File: src/rtl/uart_tx_arbiter_if.sv
// Signal bundle between the UART transmit arbiter and its requesters and transmitter.
// The arbiter connects through the master modport; requesters and the transmitter use slave.
interface uart_tx_arbiter_if #(
  parameter int N = 4
);
  logic [N-1:0]   req;
  logic [8*N-1:0] req_data;
  logic [N-1:0]   req_last;
  logic [N-1:0]   ack;
  logic           tx_wr;
  logic [7:0]     tx_data;
  logic           tbre;
  logic [2:0]     grant_id;
  logic           busy;
  logic           timeout_err;

  modport master (
    input  req, req_data, req_last, tbre,
    output ack, tx_wr, tx_data, grant_id, busy, timeout_err
  );

  modport slave (
    output req, req_data, req_last, tbre,
    input  ack, tx_wr, tx_data, grant_id, busy, timeout_err
  );
endinterface

File: src/rtl/uart_tx_arbiter.sv
// Round-robin arbiter sharing one UART transmitter among N byte-stream requesters,
// with burst locking and a watchdog on transmitter stalls. Runs on mclkx16.
//
// state | meaning
// IDLE  | no grant; pick next requester after rr_ptr
// LOAD  | grant held; write byte when tbre=1, drop grant if req falls
// WAIT  | byte written; dwell, then wait for tbre or watchdog expiry
module uart_tx_arbiter #(
  parameter int N           = 4,
  parameter int TIMEOUT_CYC = 4096,
  parameter int CW          = 12
) (
  input  logic              mclkx16,
  input  logic              reset,
  uart_tx_arbiter_if.master bus
);

  localparam logic [1:0]    IDLE    = 2'd0;
  localparam logic [1:0]    LOAD    = 2'd1;
  localparam logic [1:0]    WAIT    = 2'd2;
  localparam logic [CW-1:0] WD_LAST = CW'(TIMEOUT_CYC - 1);

  logic [1:0]    state;
  logic [2:0]    rr_ptr;
  logic [2:0]    grant_id;
  logic          last_q;
  logic [1:0]    dwell;
  logic [CW-1:0] wd;
  logic [N-1:0]  ack;
  logic          tx_wr;
  logic [7:0]    tx_data;
  logic          timeout_err;

  logic          sel_hi_vld;
  logic          sel_any_vld;
  logic [2:0]    sel_hi;
  logic [2:0]    sel_any;
  logic [2:0]    sel_id;
  logic          g_req;
  logic          g_last;
  logic [7:0]    g_data;
  logic [N-1:0]  g_onehot;

  // Lowest requester above rr_ptr wins; otherwise wrap to the lowest requester overall.
  always_comb begin
    sel_hi_vld  = 1'b0;
    sel_any_vld = 1'b0;
    sel_hi      = 3'd0;
    sel_any     = 3'd0;
    for (int i = N - 1; i >= 0; i--) begin
      if (bus.req[i] && (3'(i) > rr_ptr)) begin
        sel_hi_vld = 1'b1;
        sel_hi     = 3'(i);
      end
      if (bus.req[i]) begin
        sel_any_vld = 1'b1;
        sel_any     = 3'(i);
      end
    end
    sel_id = sel_hi_vld ? sel_hi : sel_any;
  end

  always_comb begin
    g_req    = 1'b0;
    g_last   = 1'b0;
    g_data   = 8'h00;
    g_onehot = '0;
    for (int i = 0; i < N; i++) begin
      if (grant_id == 3'(i)) begin
        g_req       = bus.req[i];
        g_last      = bus.req_last[i];
        g_data      = bus.req_data[8*i +: 8];
        g_onehot[i] = 1'b1;
      end
    end
  end

  always_ff @(posedge mclkx16) begin
    if (reset) begin
      state       <= IDLE;
      rr_ptr      <= 3'(N - 1);
      grant_id    <= 3'd0;
      last_q      <= 1'b0;
      dwell       <= 2'd0;
      wd          <= '0;
      ack         <= '0;
      tx_wr       <= 1'b0;
      tx_data     <= 8'h00;
      timeout_err <= 1'b0;
    end else begin
      tx_wr       <= 1'b0;
      ack         <= '0;
      timeout_err <= 1'b0;
      case (state)
        IDLE: begin
          if (sel_any_vld) begin
            grant_id <= sel_id;
            state    <= LOAD;
          end
        end
        LOAD: begin
          if (!g_req) begin
            rr_ptr <= grant_id;
            state  <= IDLE;
          end else if (bus.tbre) begin
            tx_data <= g_data;
            tx_wr   <= 1'b1;
            ack     <= g_onehot;
            last_q  <= g_last;
            wd      <= '0;
            dwell   <= 2'd3;
            state   <= WAIT;
          end
        end
        WAIT: begin
          // dwell covers the write cycle plus two cycles of tbre fall latency
          if (wd != WD_LAST) wd <= wd + CW'(1);
          if (dwell != 2'd0) dwell <= dwell - 2'd1;
          if ((dwell == 2'd0) && bus.tbre) begin
            if (!last_q && g_req) begin
              state <= LOAD;
            end else begin
              rr_ptr <= grant_id;
              state  <= IDLE;
            end
          end else if ((wd == WD_LAST) && !bus.tbre) begin
            timeout_err <= 1'b1;
            rr_ptr      <= grant_id;
            state       <= IDLE;
          end
        end
        default: state <= IDLE;
      endcase
    end
  end

  assign bus.ack         = ack;
  assign bus.tx_wr       = tx_wr;
  assign bus.tx_data     = tx_data;
  assign bus.grant_id    = grant_id;
  assign bus.busy        = (state != IDLE);
  assign bus.timeout_err = timeout_err;

endmodule

File: src/flat_wrapper.sv
// flat-port wrapper written by rule: the top's interface ports become plain ports
module uart_tx_arbiter_flat 
#(
  parameter int N           = 4,
  parameter int TIMEOUT_CYC = 4096,
  parameter int CW          = 12
)
  (mclkx16, reset, bus_req, bus_req_data, bus_req_last, bus_tbre, bus_ack, bus_tx_wr, bus_tx_data, bus_grant_id, bus_busy, bus_timeout_err);
  uart_tx_arbiter_if #(.N(N)) bus_i ();
  input  logic mclkx16;
  input  logic reset;
  input wire logic [$bits(bus_i.req)-1:0] bus_req;
  input wire logic [$bits(bus_i.req_data)-1:0] bus_req_data;
  input wire logic [$bits(bus_i.req_last)-1:0] bus_req_last;
  input wire logic [$bits(bus_i.tbre)-1:0] bus_tbre;
  output wire logic [$bits(bus_i.ack)-1:0] bus_ack;
  output wire logic [$bits(bus_i.tx_wr)-1:0] bus_tx_wr;
  output wire logic [$bits(bus_i.tx_data)-1:0] bus_tx_data;
  output wire logic [$bits(bus_i.grant_id)-1:0] bus_grant_id;
  output wire logic [$bits(bus_i.busy)-1:0] bus_busy;
  output wire logic [$bits(bus_i.timeout_err)-1:0] bus_timeout_err;
  assign bus_i.req = bus_req;
  assign bus_i.req_data = bus_req_data;
  assign bus_i.req_last = bus_req_last;
  assign bus_i.tbre = bus_tbre;
  assign bus_ack = bus_i.ack;
  assign bus_tx_wr = bus_i.tx_wr;
  assign bus_tx_data = bus_i.tx_data;
  assign bus_grant_id = bus_i.grant_id;
  assign bus_busy = bus_i.busy;
  assign bus_timeout_err = bus_i.timeout_err;
  uart_tx_arbiter #(.N(N), .TIMEOUT_CYC(TIMEOUT_CYC), .CW(CW)) u_core (.mclkx16(mclkx16), .reset(reset), .bus(bus_i));
endmodule
File: config.mk
export PLATFORM = sky130hd
export DESIGN_NAME = uart_tx_arbiter_flat
export DESIGN_NICKNAME = d
export VERILOG_FILES = /design/src/rtl/uart_tx_arbiter_if.sv /design/src/rtl/uart_tx_arbiter.sv /design/src/flat_wrapper.sv
export SDC_FILE = /design/constraint.sdc
export NUM_CORES = 1
export LEC_CHECK = 0
export CORE_MARGIN = 10
export CORE_UTILIZATION = 49
export DETAILED_ROUTE_END_ITERATION = 10
export HOLD_SLACK_MARGIN = 0.05
export PLACE_DENSITY_LB_ADDON = 0.25
export SKIP_CTS_REPAIR_TIMING = 1
export SYNTH_ARGS = -nofsm -noshare
export SYNTH_HDL_FRONTEND = slang
export SYNTH_SLANG_ARGS = --single-unit
File: constraint.sdc
create_clock -name mclkx16 -period 3.4 [get_ports mclkx16]
set_input_delay 0.34 -clock mclkx16 [delete_from_list [all_inputs] [get_ports mclkx16]]
set_output_delay 0.34 -clock mclkx16 [all_outputs]
set_load 0.01 [all_outputs]
# == Word-level counts from Yosys, hierarchy flattened ==
# Index checks and enable logic that the tools add are counted.
# word_totals
elab_cells,115
out_inout_bits,18
input_bits,43
ff_bits,37
# classes
mux,55
magnitude_cmp,4
addsub,2
bitwise_logic,4
n_reduce_logical,24
n_eq_ne,16
# ops
operator,n
$mux W12,3
$mux W2,17
$mux W8,4
$pmux W12 S2,1
$mux W1,23
$add A12 B1 Y12 const B,1
$eq A12 B12 Y1 const B,1
$mux W3,4
$ne A12 B12 Y1 const B,1
$reduce_and A4 Y1,3
$ne A2 B1 Y1 const B,4
$logic_and A1 B1 Y1,7
$eq A3 B2 Y1 const B,2
$gt A1 B3 Y1 const A,2
$gt A2 B3 Y1 const A,2
$ne A3 B3 Y1 const B,2
$pmux W2 S3,1
$pmux W3 S2,1
$reduce_and A3 Y1,2
$reduce_bool A2 Y1,3
$reduce_or A3 Y1,2
$logic_not A2 Y1,2
$ne A2 B2 Y1 const B,2
$not A1 Y1,4
other kinds (10),11

# == Depth between registers and ports, before layout ==
# Gate-level depths: netlist (run 1).
# depth
ltp_word,9
depth_mapped,6
depth_no_buf,6

# == Worst setup path after synthesis (run 1) ==
# OpenSTA, ideal clock, no wires.
# synth_timing
path_kind,flip-flop to flip-flop
startpoint,register u_core.grant_id[0] (netlist: u_core.bus.grant_id[0])
endpoint,register u_core.dwell[0]
n_path_buf,2
arrival_ns,1.591
setup_slack_ns,1.673
period_less_slack_ns,1.727
path_stages_with_launch,7
setup_ns,0.135
path_cell_list,dfxtp_1 buf_4 mux4_2 and2_1 buf_6 nor3_2 a211oi_1
# synth_via
elab_chain_cells,7
word_cells_on_any_way,10
classes_between,eq/ne: 4; mux: 4; reduce/logical: 2
# synth_lines
item,line_no,rtl
"start, declared",uart_tx_arbiter.sv:25,logic [2:0] grant_id;
"start signal, assigned",uart_tx_arbiter.sv:97,grant_id <= sel_id;
$logic_not A3 Y1,uart_tx_arbiter.sv:69,if (grant_id == 3'(i)) begin
$mux W1 (3 in series),uart_tx_arbiter.sv:69,
$mux W1 *,uart_tx_arbiter.sv:69,
$ne A2 B1 Y1 (no source line) *,--,
$reduce_and A4 Y1 (no source line) *,--,
"end signal, assigned",uart_tx_arbiter.sv:118,if (dwell != 2'd0) dwell <= dwell - 2'd1;
"end, declared",uart_tx_arbiter.sv:27,logic [1:0] dwell;
# Mark *: on every way between the ends. The rest lies on a longest branch, timed or not.
# A chain may end at the register's enable or synchronous reset.

# == Worst setup path in the final report (run 1) ==
# layout_timing
startpoint,register u_core.grant_id[1] (netlist: u_core.bus.grant_id[1])
endpoint,register u_core.wd[4]
# layout_via
elab_chain_cells,7
word_cells_on_any_way,10
classes_between,eq/ne: 4; mux: 4; reduce/logical: 2
# layout_lines
item,line_no,rtl
$logic_not A3 Y1,uart_tx_arbiter.sv:69,
$mux W1 (3 in series),uart_tx_arbiter.sv:69,
$mux W1 *,uart_tx_arbiter.sv:69,
$ne A2 B1 Y1 (no source line) *,--,
$reduce_and A4 Y1 (no source line) *,--,
"end signal, assigned",uart_tx_arbiter.sv:117,if (wd != WD_LAST) wd <= wd + CW'(1);
"end, declared",uart_tx_arbiter.sv:28,logic [CW-1:0] wd;
# Marked as above.

==> impl_results.md, run 1 <==
- Drt first pass iters: 4
- Crit path DAT: 2.26 ns
- Slowest CP cell: dfxtp_1
- R2R depth: 4
- Design Power: 1.05 mW
- Clock Path Buffers: 2
- Placed cell area: 2480 sq um
- Port Buffers: a little under 60
- Hold Path End: u_core.last_q
- Crit end category: flip-flop
- Reg2Reg Capture Point: u_core.wd[4]
- Min-Delay Startpoint: u_core.last_q
- CP startpoint kind: flip-flop
- Post-layout min period: roughly 2.0 ns
- Final period util: 0.601
- Synthesis-to-finish area growth: 37.8%
- Endpoints failing setup: 0
- Most frequent cells in the layout: 59 x clkdlybuf4s50_1, 35 x dfxtp_1, 26 x a21oi_1, 26 x nand2_1, 11 x nor2_1
- ANT cells: 0
- R2R Setup Slk: roughly 1.4 ns
- Via/cell ratio: between 5 and 6
- Hpwl dp: approximately 3600 um
- Mean cell area of the mapped netlist: ~9.2 sq um
- Post-synth cell types: 48
- Cts bufs inserted: 5
- Leakage: between 0.8 and 0.9 nW
- Post-synthesis cell area: 1890 sq um
- Largest net degree at the start of global routing: 20
- First-pass GRT wire length: 7370 um
- Die Span Y: 82.1 um
- Via count: between 1,500 and 2,000
- Final hold vios: 0
- CTS tree: yes
- Crit path kind: flip-flop to flip-flop
- Worst-path clk slew: 0.07 ns
- Maxcap violations: 0
- Final Skew: 0.00295 ns
- Worst-path maximum fanout: 19
- Final non-filler cell total: 310
- Total grt overflow: 0
- I/O pin cnt: 61
- Final #Nets: 306
- Slew headroom: 0.546
- Final Max Slew Viols: 0
- Die area: 6730 sq um
- RSZ-0062 raised after global routing: no
- Cell depth of the worst hold path: 2
- Global Route Usage Sum: 0.139
- Row cnt: 22
- Peak supply drop: roughly 290 uV
- Warnings, synthesis: 0
- Post-route ant nets: 0
- Most common cell after layout, fill and taps aside: clkdlybuf4s50_1
- Final instance area: roughly 2600 sq um
- Worst EP required: approximately 3.6 ns
- Most common flop cell mapped by yosys: dfxtp_1
- Worst Path Buf+Inv: 0
- F_max: about 490 MHz
- Start of the worst register-to-register path: u_core.bus.grant_id[1]
- Share of layout cells above drive strength 1: 0.115
- Number of synthesized register bits: 35
- Slew @ Worst Pin: 0.675 ns
- Clock latency on the worst-skew pair: ~0.29 ns
- FFs w/ async S/R, synth: 0
- CTS H-Tree Depth: 2
- Avg WL per Cell: 14.8 um
- Die X: between 80 and 90 um
- Synthesized Nets: 250
- CTS sink count: 35
- Fin Setup TNS: 0 ns
- Sequential element share of the synthesized area: 0.371
- Crit path cell chain: mux4_2 > nand2_2 > nand2_1 > a21oi_1
- Power per standard cell area: 405 nW/um^2
- Initial Utilization: 0.512
- EDFF count, synth: 0
- RD Place Congestion: roughly 0.8
- Mapped Cells: 205
- Drc violations: 0
- Min-Delay Path Class: flip-flop to flip-flop
- Outcome: finished clean
- CTS root buf: clkbuf_8
- Placed Cells: slightly above 300
- Post-Route WL: roughly 4600 um
- Top delay family on crit path: flip-flops
- Initial drt markers: between 100 and 150
- Vias in the first global route: 1,659
- Max stage delay on crit path: between 0.7 and 0.8 ns
- Core box area: approximately 3700 sq um
- Initial antenna violation count: 0
==> layout make-up <==
cell class                      count  area (sq um)
Fill cell                         287          1090
Timing Repair Buffer               61           606
Clock inverter                      2          35.0
Multi-Input combinational cell    151          1090
Inverter                            7          26.3
Tap cell                           48          60.1
Sequential cell                    35           701
Clock buffer                        6          82.6
==> worst max-delay path by stage <==
stage | startpoint | to | slack, ns | depth (start not counted)
2_1_floorplan | u_core.bus.grant_id[0] | u_core.dwell[0] | 1.67 | 6
3_3_place_gp | bus_req[3] | u_core.wd[3] | 1.24 | 5
3_5_place_dp | bus_req[3] | u_core.wd[10] | 1.20 | 5
4_1_cts | u_core.bus.grant_id[1] | bus_grant_id[1] | 1.34 | 1
5_1_grt | u_core.bus.grant_id[1] | u_core.wd[4] | 1.13 | 4
6_report | u_core.bus.grant_id[1] | u_core.wd[4] | 1.36 | 4
==> report_power, final <==
| group | total (mW) | internal [mW] | leakage [nW] | switching [mW] |
|---|---|---|---|---|
| clock network | 0.385 | 0.237 | 0.0612 | 0.148 |
| registers | 0.448 | 0.428 | 0.284 | 0.0200 |
| logic | 0.219 | 0.133 | 0.548 | 0.0864 |
| total | 1.05 | 0.799 | 0.893 | 0.254 |
==> tightest hold or removal path: stages, from the launching register on <==
cell and delay (ns):
dfxtp_1 0.31, nand2_1 0.05, a21oi_1 0.05
==> registers in the layout (all words and copies together) (netlist names) <==
signal and cells:
u_core.bus.ack 4, u_core.bus.grant_id 2, u_core.bus.timeout_err 1, u_core.bus.tx_data 8
u_core.bus.tx_wr 1, u_core.dwell 2, u_core.last_q 1, u_core.rr_ptr 2
u_core.state 2, u_core.wd 12
==> through the flow <==
stage	util	setup slack [ns]	hold WS, ns
detailed placement	0.673	1.20	0.449
global route	0.705	1.13	0.480
floorplan	-	1.67	0.417
finish	0.705	1.36	0.461
global placement	0.673	1.24	0.442
CTS	0.705	1.34	0.459
==> cells by family (layout without fill, tap and decap cells) <==
kind of cell | Yosys count | in the layout | share of synthesized area
other cells | 1 | 1 | 0.00199
fa+ha+maj | 2 | 2 | 0.0133
compound gates | 51 | 51 | 0.172
buf+inv | 19 | 76 | 0.0511
mux | 12 | 12 | 0.130
flops | 35 | 35 | 0.371
xor+xnor | 1 | 1 | 0.00464
simple gates | 84 | 84 | 0.256
==> metal layers <==
| metal | routed length (um) | GRT usage |
|---|---|---|
| met1 | 1810 | 0.152 |
| met2 | 2360 | 0.237 |
| met3 | 388 | 0.0655 |
| met4 | 41 | 0.0391 |
| met5 | 0 | 0 |
==> cell usage after synthesis (5+ instances only) <==
master,n,share of area
dfxtp_1,35,0.37
nand2b_1,5,0.017
o21ai_0,8,0.021
nand2_1,26,0.052
or3_1,6,0.020
inv_1,7,0.014
nand3_1,6,0.016
mux4_2,10,0.12
nor2_1,11,0.022
clkbuf_1,6,0.012
a21oi_1,26,0.069
o31ai_1,5,0.020
Note: power is estimated with default switching activity, not from simulation.
==> run 2, diff against run 1 <==
--- a/config.mk
+++ b/config.mk
@@ -6,7 +6,7 @@
 export NUM_CORES = 1
 export LEC_CHECK = 0
 export CORE_MARGIN = 10
-export CORE_UTILIZATION = 49
+export CORE_UTILIZATION = 46
 export DETAILED_ROUTE_END_ITERATION = 10
 export HOLD_SLACK_MARGIN = 0.05
 export PLACE_DENSITY_LB_ADDON = 0.25
==> constraint.sdc (replaced) <==
create_clock -name mclkx16 -period 2 [get_ports mclkx16]
set_input_delay 0.2 -clock mclkx16 [delete_from_list [all_inputs] [get_ports mclkx16]]
set_output_delay 0.2 -clock mclkx16 [all_outputs]
set_load 0.01 [all_outputs]
==> run 2 against run 1 <==
Effect of this change: global-route usage up 0.18 points; flip-flop and latch count unchanged; via count up 3.0%; clock-buffer cell count up 1; final cell count up 3.2%; clock power up 29%; total power up 57%; non-clock buffer count up 8; combinational power up 82%.
==> impl_results.md, run 2 (synthesis results as in run 1) <==
- Outcome: finished clean
- Avg WL per Cell: between 15 and 20 um
- Via/cell ratio: between 5 and 6
- Final #Nets: around 310
- Most common cell after layout, fill and taps aside: clkdlybuf4s50_1
- Crit path kind: flip-flop to flip-flop
- Die Span Y: between 80 and 90 um
- RSZ-0062 raised after global routing: no
- P_sw: between 400 and 500 uW
- Crit path DAT: between 2 and 2.5 ns
- Drt first pass iters: 4
- Via count: about 1,800
- Synthesis-to-finish area growth: 39.2%
- Maxcap violations: 0
- CTS H-Tree Depth: 2
- Drc violations: 0
- Peak supply drop: around 300 uV
- Int Pwr: roughly 1.2 mW
- Endpoints failing setup: 0
- CP startpoint kind: flip-flop
- Power per standard cell area: 628 nW/um^2
- Biggest register: u_core.wd
- Post-Route WL: just under 5000 um
- CTS tree: yes
- Sequential Area: 701 sq um
- FILL cells: 340
- Hpwl dp: between 3000 and 4000 um
- Total grt overflow: 0
- Post-route ant nets: 0
- Sw Ratio: 0.266
- Comb power frac: 0.242
- Row cnt: 23
- Worst-path maximum fanout: 7
- Initial Utilization: 0.475
- Port Buffers: 59
- Clock latency on the worst-skew pair: 0.29 ns
- Fin Setup TNS: 0 ns
- Clock Path Buffers: 2
- RD Place Congestion: 0.811
- Most frequent cells in the layout: 59 x clkdlybuf4s50_1, 35 x dfxtp_1, 26 x a21oi_1, 26 x nand2_1, 11 x nor2_1
- Final instance area: ~2600 sq um
- Worst EP required: 2.22 ns
- F_max: around 550 MHz
- Share of layout cells above drive strength 1: 0.133
- Reg power frac: 0.458
- Clk pwr share: 0.301
- Crit end category: flip-flop
- Final hold vios: 0
- Largest regs: u_core.wd: 12 flops, u_core.bus.tx_data: 8 flops, u_core.bus.ack: 4 flops
- Initial drt markers: roughly 120
- Max reg flops: 12
- Die area: about 7100 sq um
- I/O pin cnt: between 60 and 70
- ANT cells: 0
- Final Max Slew Viols: 0
- Initial antenna violation count: 0
- Min-Delay Path Class: flip-flop to flip-flop
- CTS root buf: clkbuf_8
- Core box area: 3970 sq um
- Final period util: 0.903
- Die X: around 84 um
- Slew headroom: 0.661
- First-pass GRT wire length: roughly 8300 um
- Slew @ Worst Pin: just over 0.5 ns
- Cts bufs inserted: 5
- Vias in the first global route: 1,762
- Worst-path clk slew: around 0.07 ns
- Placed cell area: 2540 sq um
- CTS sink count: 35
- Global Route Usage Sum: 0.141
- Final Skew: between 0.004 and 0.005 ns
- Leakage: just over 0.9 nW
- Post-layout min period: between 1.5 and 2 ns
- Largest net degree at the start of global routing: 25
- Multi-input logic area: about 1100 sq um
-- run 2: changes by cell type in the layout (fill, tap and decap cells not counted) --
cell | previous run | this run
buf_4 | 2 | 10
clkbuf_1 | 0 | 2
bufinv_16 | 1 | 0
clkbuf_8 | 6 | 5
-- run 2: area by class of cell --
class                           count  share of cell area
Multi-Input combinational cell    151               0.415
Sequential cell                    35               0.267
Timing Repair Buffer               69               0.253
Clock buffer                        7              0.0291
Tap cell                           50              0.0238
Inverter                            7              0.0100
Clock inverter                      1             0.00191
-- run 2: worst paths after layout --
| check | endpoint | startpoint | cells past startpoint | slack (ns) |
|---|---|---|---|---|
| max | u_core.wd[10] | u_core.wd[0] | 5 | 0.19 |
| min | u_core.bus.tx_data[7] | u_core.bus.tx_data[7] | 2 | 0.46 |
| max reg2reg | u_core.wd[10] | u_core.wd[0] | 5 | 0.19 |
| min reg2reg | u_core.bus.tx_data[7] | u_core.bus.tx_data[7] | 2 | 0.46 |
-- run 2: power groups by stage --
stage / registers [mW] / logic [mW] / clock network (mW)
2_1_floorplan: 0.771 / 0.229 / 0
3_3_place_gp: 0.768 / 0.394 / 0
3_5_place_dp: 0.769 / 0.401 / 0
4_1_cts: 0.754 / 0.404 / 0.498
5_1_grt: 0.758 / 0.435 / 0.536
6_report: 0.754 / 0.399 / 0.495
-- run 2: per-layer routing --
layer  GRT usage  part of all wire  vias to the layer above  routed length (um)
li1            -                 -                      881                   -
met1       0.157              0.42                      836                2070
met2       0.230              0.49                       58                2380
met3      0.0576             0.074                        7                 364
met4      0.0578             0.014                        0                  70
met5           0                 0                        -                   0
-- run 2: critical path, cell delays in order (launching register included) --
cell	delay, ns
dfxtp_1	0.37
ha_1	0.31
nand2_1	0.16
or3_1	0.42
or3_1	0.33
a21oi_1	0.15
-- run 2: metrics by stage --
step	total power, mW	utilization	instances	setup WS, ns	hold slack (ns)
after floorplan	1.00	-	205	0.273	0.277
after global placement	1.16	0.641	312	0.173	0.440
after detailed placement	1.17	0.641	312	0.133	0.446
after CTS	1.66	0.661	320	0.220	0.458
after global routing	1.73	0.661	320	0.0387	0.480
final	1.65	0.661	320	0.193	0.455
==> run 3, diff against run 2 <==
--- a/config.mk
+++ b/config.mk
@@ -8,6 +8,7 @@
 export CORE_MARGIN = 10
 export CORE_UTILIZATION = 46
 export DETAILED_ROUTE_END_ITERATION = 10
+export GPL_ROUTABILITY_DRIVEN = 1
 export HOLD_SLACK_MARGIN = 0.05
 export PLACE_DENSITY_LB_ADDON = 0.25
 export SKIP_CTS_REPAIR_TIMING = 1
==> results of run 3 <==
The final DEF is identical to that of run 2; final timing and power are the same.
==> variant, RTL diff (config.mk and constraints of run 3) <==
`CW` is set to 12 in 2 places; all go to 24.
--- a/src/rtl/uart_tx_arbiter.sv
+++ b/src/rtl/uart_tx_arbiter.sv
@@ -9,5 +9,5 @@
   parameter int N           = 4,
   parameter int TIMEOUT_CYC = 4096,
-  parameter int CW          = 12
+  parameter int CW          = 24
 ) (
   input  logic              mclkx16,
--- a/src/flat_wrapper.sv
+++ b/src/flat_wrapper.sv
@@ -4,5 +4,5 @@
   parameter int N           = 4,
   parameter int TIMEOUT_CYC = 4096,
-  parameter int CW          = 12
+  parameter int CW          = 24
 )
   (mclkx16, reset, bus_req, bus_req_data, bus_req_last, bus_tbre, bus_ack, bus_tx_wr, bus_tx_data, bus_grant_id, bus_busy, bus_timeout_err);
Behaviour: no difference found for any inputs over 10 cycles, from zero or initial values and one cycle with reset high; that may be too few to reach the edited logic, so the function may still have changed.
==> variant against run 3 <==
The flow now finishes with violations (setup timing); routed wire length increased by 48%; setup slack got worse by 0.28 ns; non-clock buffer count is 36 higher; cell count up 40%; sequential cell count is 12 higher; critical path depth rose by 1; die area up 26%; count of clock-buffer cells in the layout increased by 1; synthesized area grew 34%; power increased by 29%; final area is 36% higher; clock skew rose by 0.0044 ns; global-route usage up 1.5 points; critical path type unchanged; largest power group unchanged.
==> variant: results (changes against run 3) <==
status=finished, violations left (was complete, no violations); failing checks=setup timing; Switch Pwr=0.000565 W (was 0.000438 W); critical path arrival=2.30 ns (was 2.03 ns); fraction of layout instances using a drive strength above 1=0.254 (was 0.133); gpl congestion=0.864 (was 0.811); Critical-path top delay cell=or4_4 (was or3_1); total of fill cells in the finished design=414 (was 340); first-pass GRT wire length=11100 um (was 8290 um); initial drt markers=154 (was 122); Mapped Nets=328 (was 250); Fin Setup TNS=-0.885 ns (was 0 ns); skew final=0.00909 ns (was 0.00466 ns); vias in the first global route=2309 (was 1762); met3 Use GR=0.0312 (was 0.0576); clock-pin slew on the worst setup and hold paths=0.09 ns (was 0.07 ns); post-placement cell area=3440 um^2 (was 2540 um^2); Post-synth top cells=dfxtp_1 (47), nand2_1 (35), nor2_1 (22) (was dfxtp_1 (35), a21oi_1 (26), nand2_1 (26)); final setup margin=-0.0919 ns (was 0.193 ns); Routed WL=7220 um (was 4890 um); routed wl met3=228 um (was 364 um); Largest regs=u_core.wd (24), u_core.bus.tx_data (8), u_core.bus.ack (4) (was u_core.wd (12), u_core.bus.tx_data (8), u_core.bus.ack (4)); VDD IR max=0.334 mV (was 0.295 mV); Leak=1.34 nW (was 0.914 nW); Place WS=-0.258 ns (was 0.133 ns); routed via count=2445 (was 1782); sum of routed wire segments on met1=3170 um (was 2070 um); met2 wire len=3740 um (was 2380 um); slowest stage delay, CP=0.56 ns (was 0.42 ns); setup violators final=17 (was 0); clk_lat worst skew=0.31 ns (was 0.29 ns); distinct cell type count of the synthesized netlist=55 (was 48)
variant: cell count changes after synthesis, moves of 5 or more:
cell,before,now
dfxtp_1,35,47
nand4_1,0,12
nor2_1,11,22
nand2_1,26,35
or3_2,0,7
a21oi_1,26,21
o211ai_1,1,6
or3_1,6,1
or4_2,0,5
variant: kinds of logic (layout without fill, tap and decap cells):
logic type                 after synthesis  in the layout  share of synthesized area
buffers and inverters                   26            121                     0.0641
DFF                                     47             47                      0.371
muxes                                   13             13                      0.101
xor gates and xnor gates                 6              6                     0.0207
adders and majority gates                2              2                    0.00986
and+or+nand+nor                        131            131                      0.283
AOI/OAI and AO/OA                       57             57                      0.150
other                                    1              1                    0.00148
variant: power groups by stage:
stage	clock [W]	sequential, W	combinational (W)
after floorplan	0	0.00102	0.000269
after global placement	0	0.00101	0.000474
after detailed placement	0	0.00101	0.000484
after CTS	0.000654	0.000989	0.000486
after global routing	0.000687	0.000994	0.000536
final	0.000643	0.000989	0.000496
variant: per-stage QoR:
step,instances,hold WS [ns]
2_1_floorplan,283,0.278
3_3_place_gp,438,0.440
3_5_place_dp,438,0.446
4_1_cts,446,0.457
5_1_grt,448,0.480
6_report,448,0.455
variant: layout make-up:
type / instances / area [um^2] / area share
clock buffer: 8 / 100 / 0.0280
timing repair buffer: 105 / 978 / 0.274
tap: 70 / 87.6 / 0.0245
multi-input combinational: 210 / 1440 / 0.402
inverter: 8 / 30.0 / 0.00840
sequential: 47 / 943 / 0.264
variant: final timing paths:
check / start / endpoint / slack [ns] / cells after the start
max: u_core.wd[12] / u_core.wd[6] / -0.09 / 6
max reg2reg: u_core.wd[12] / u_core.wd[6] / -0.09 / 6
min reg2reg: u_core.bus.tx_data[2] / u_core.bus.tx_data[2] / 0.45 / 2
min: u_core.bus.tx_data[2] / u_core.bus.tx_data[2] / 0.45 / 2
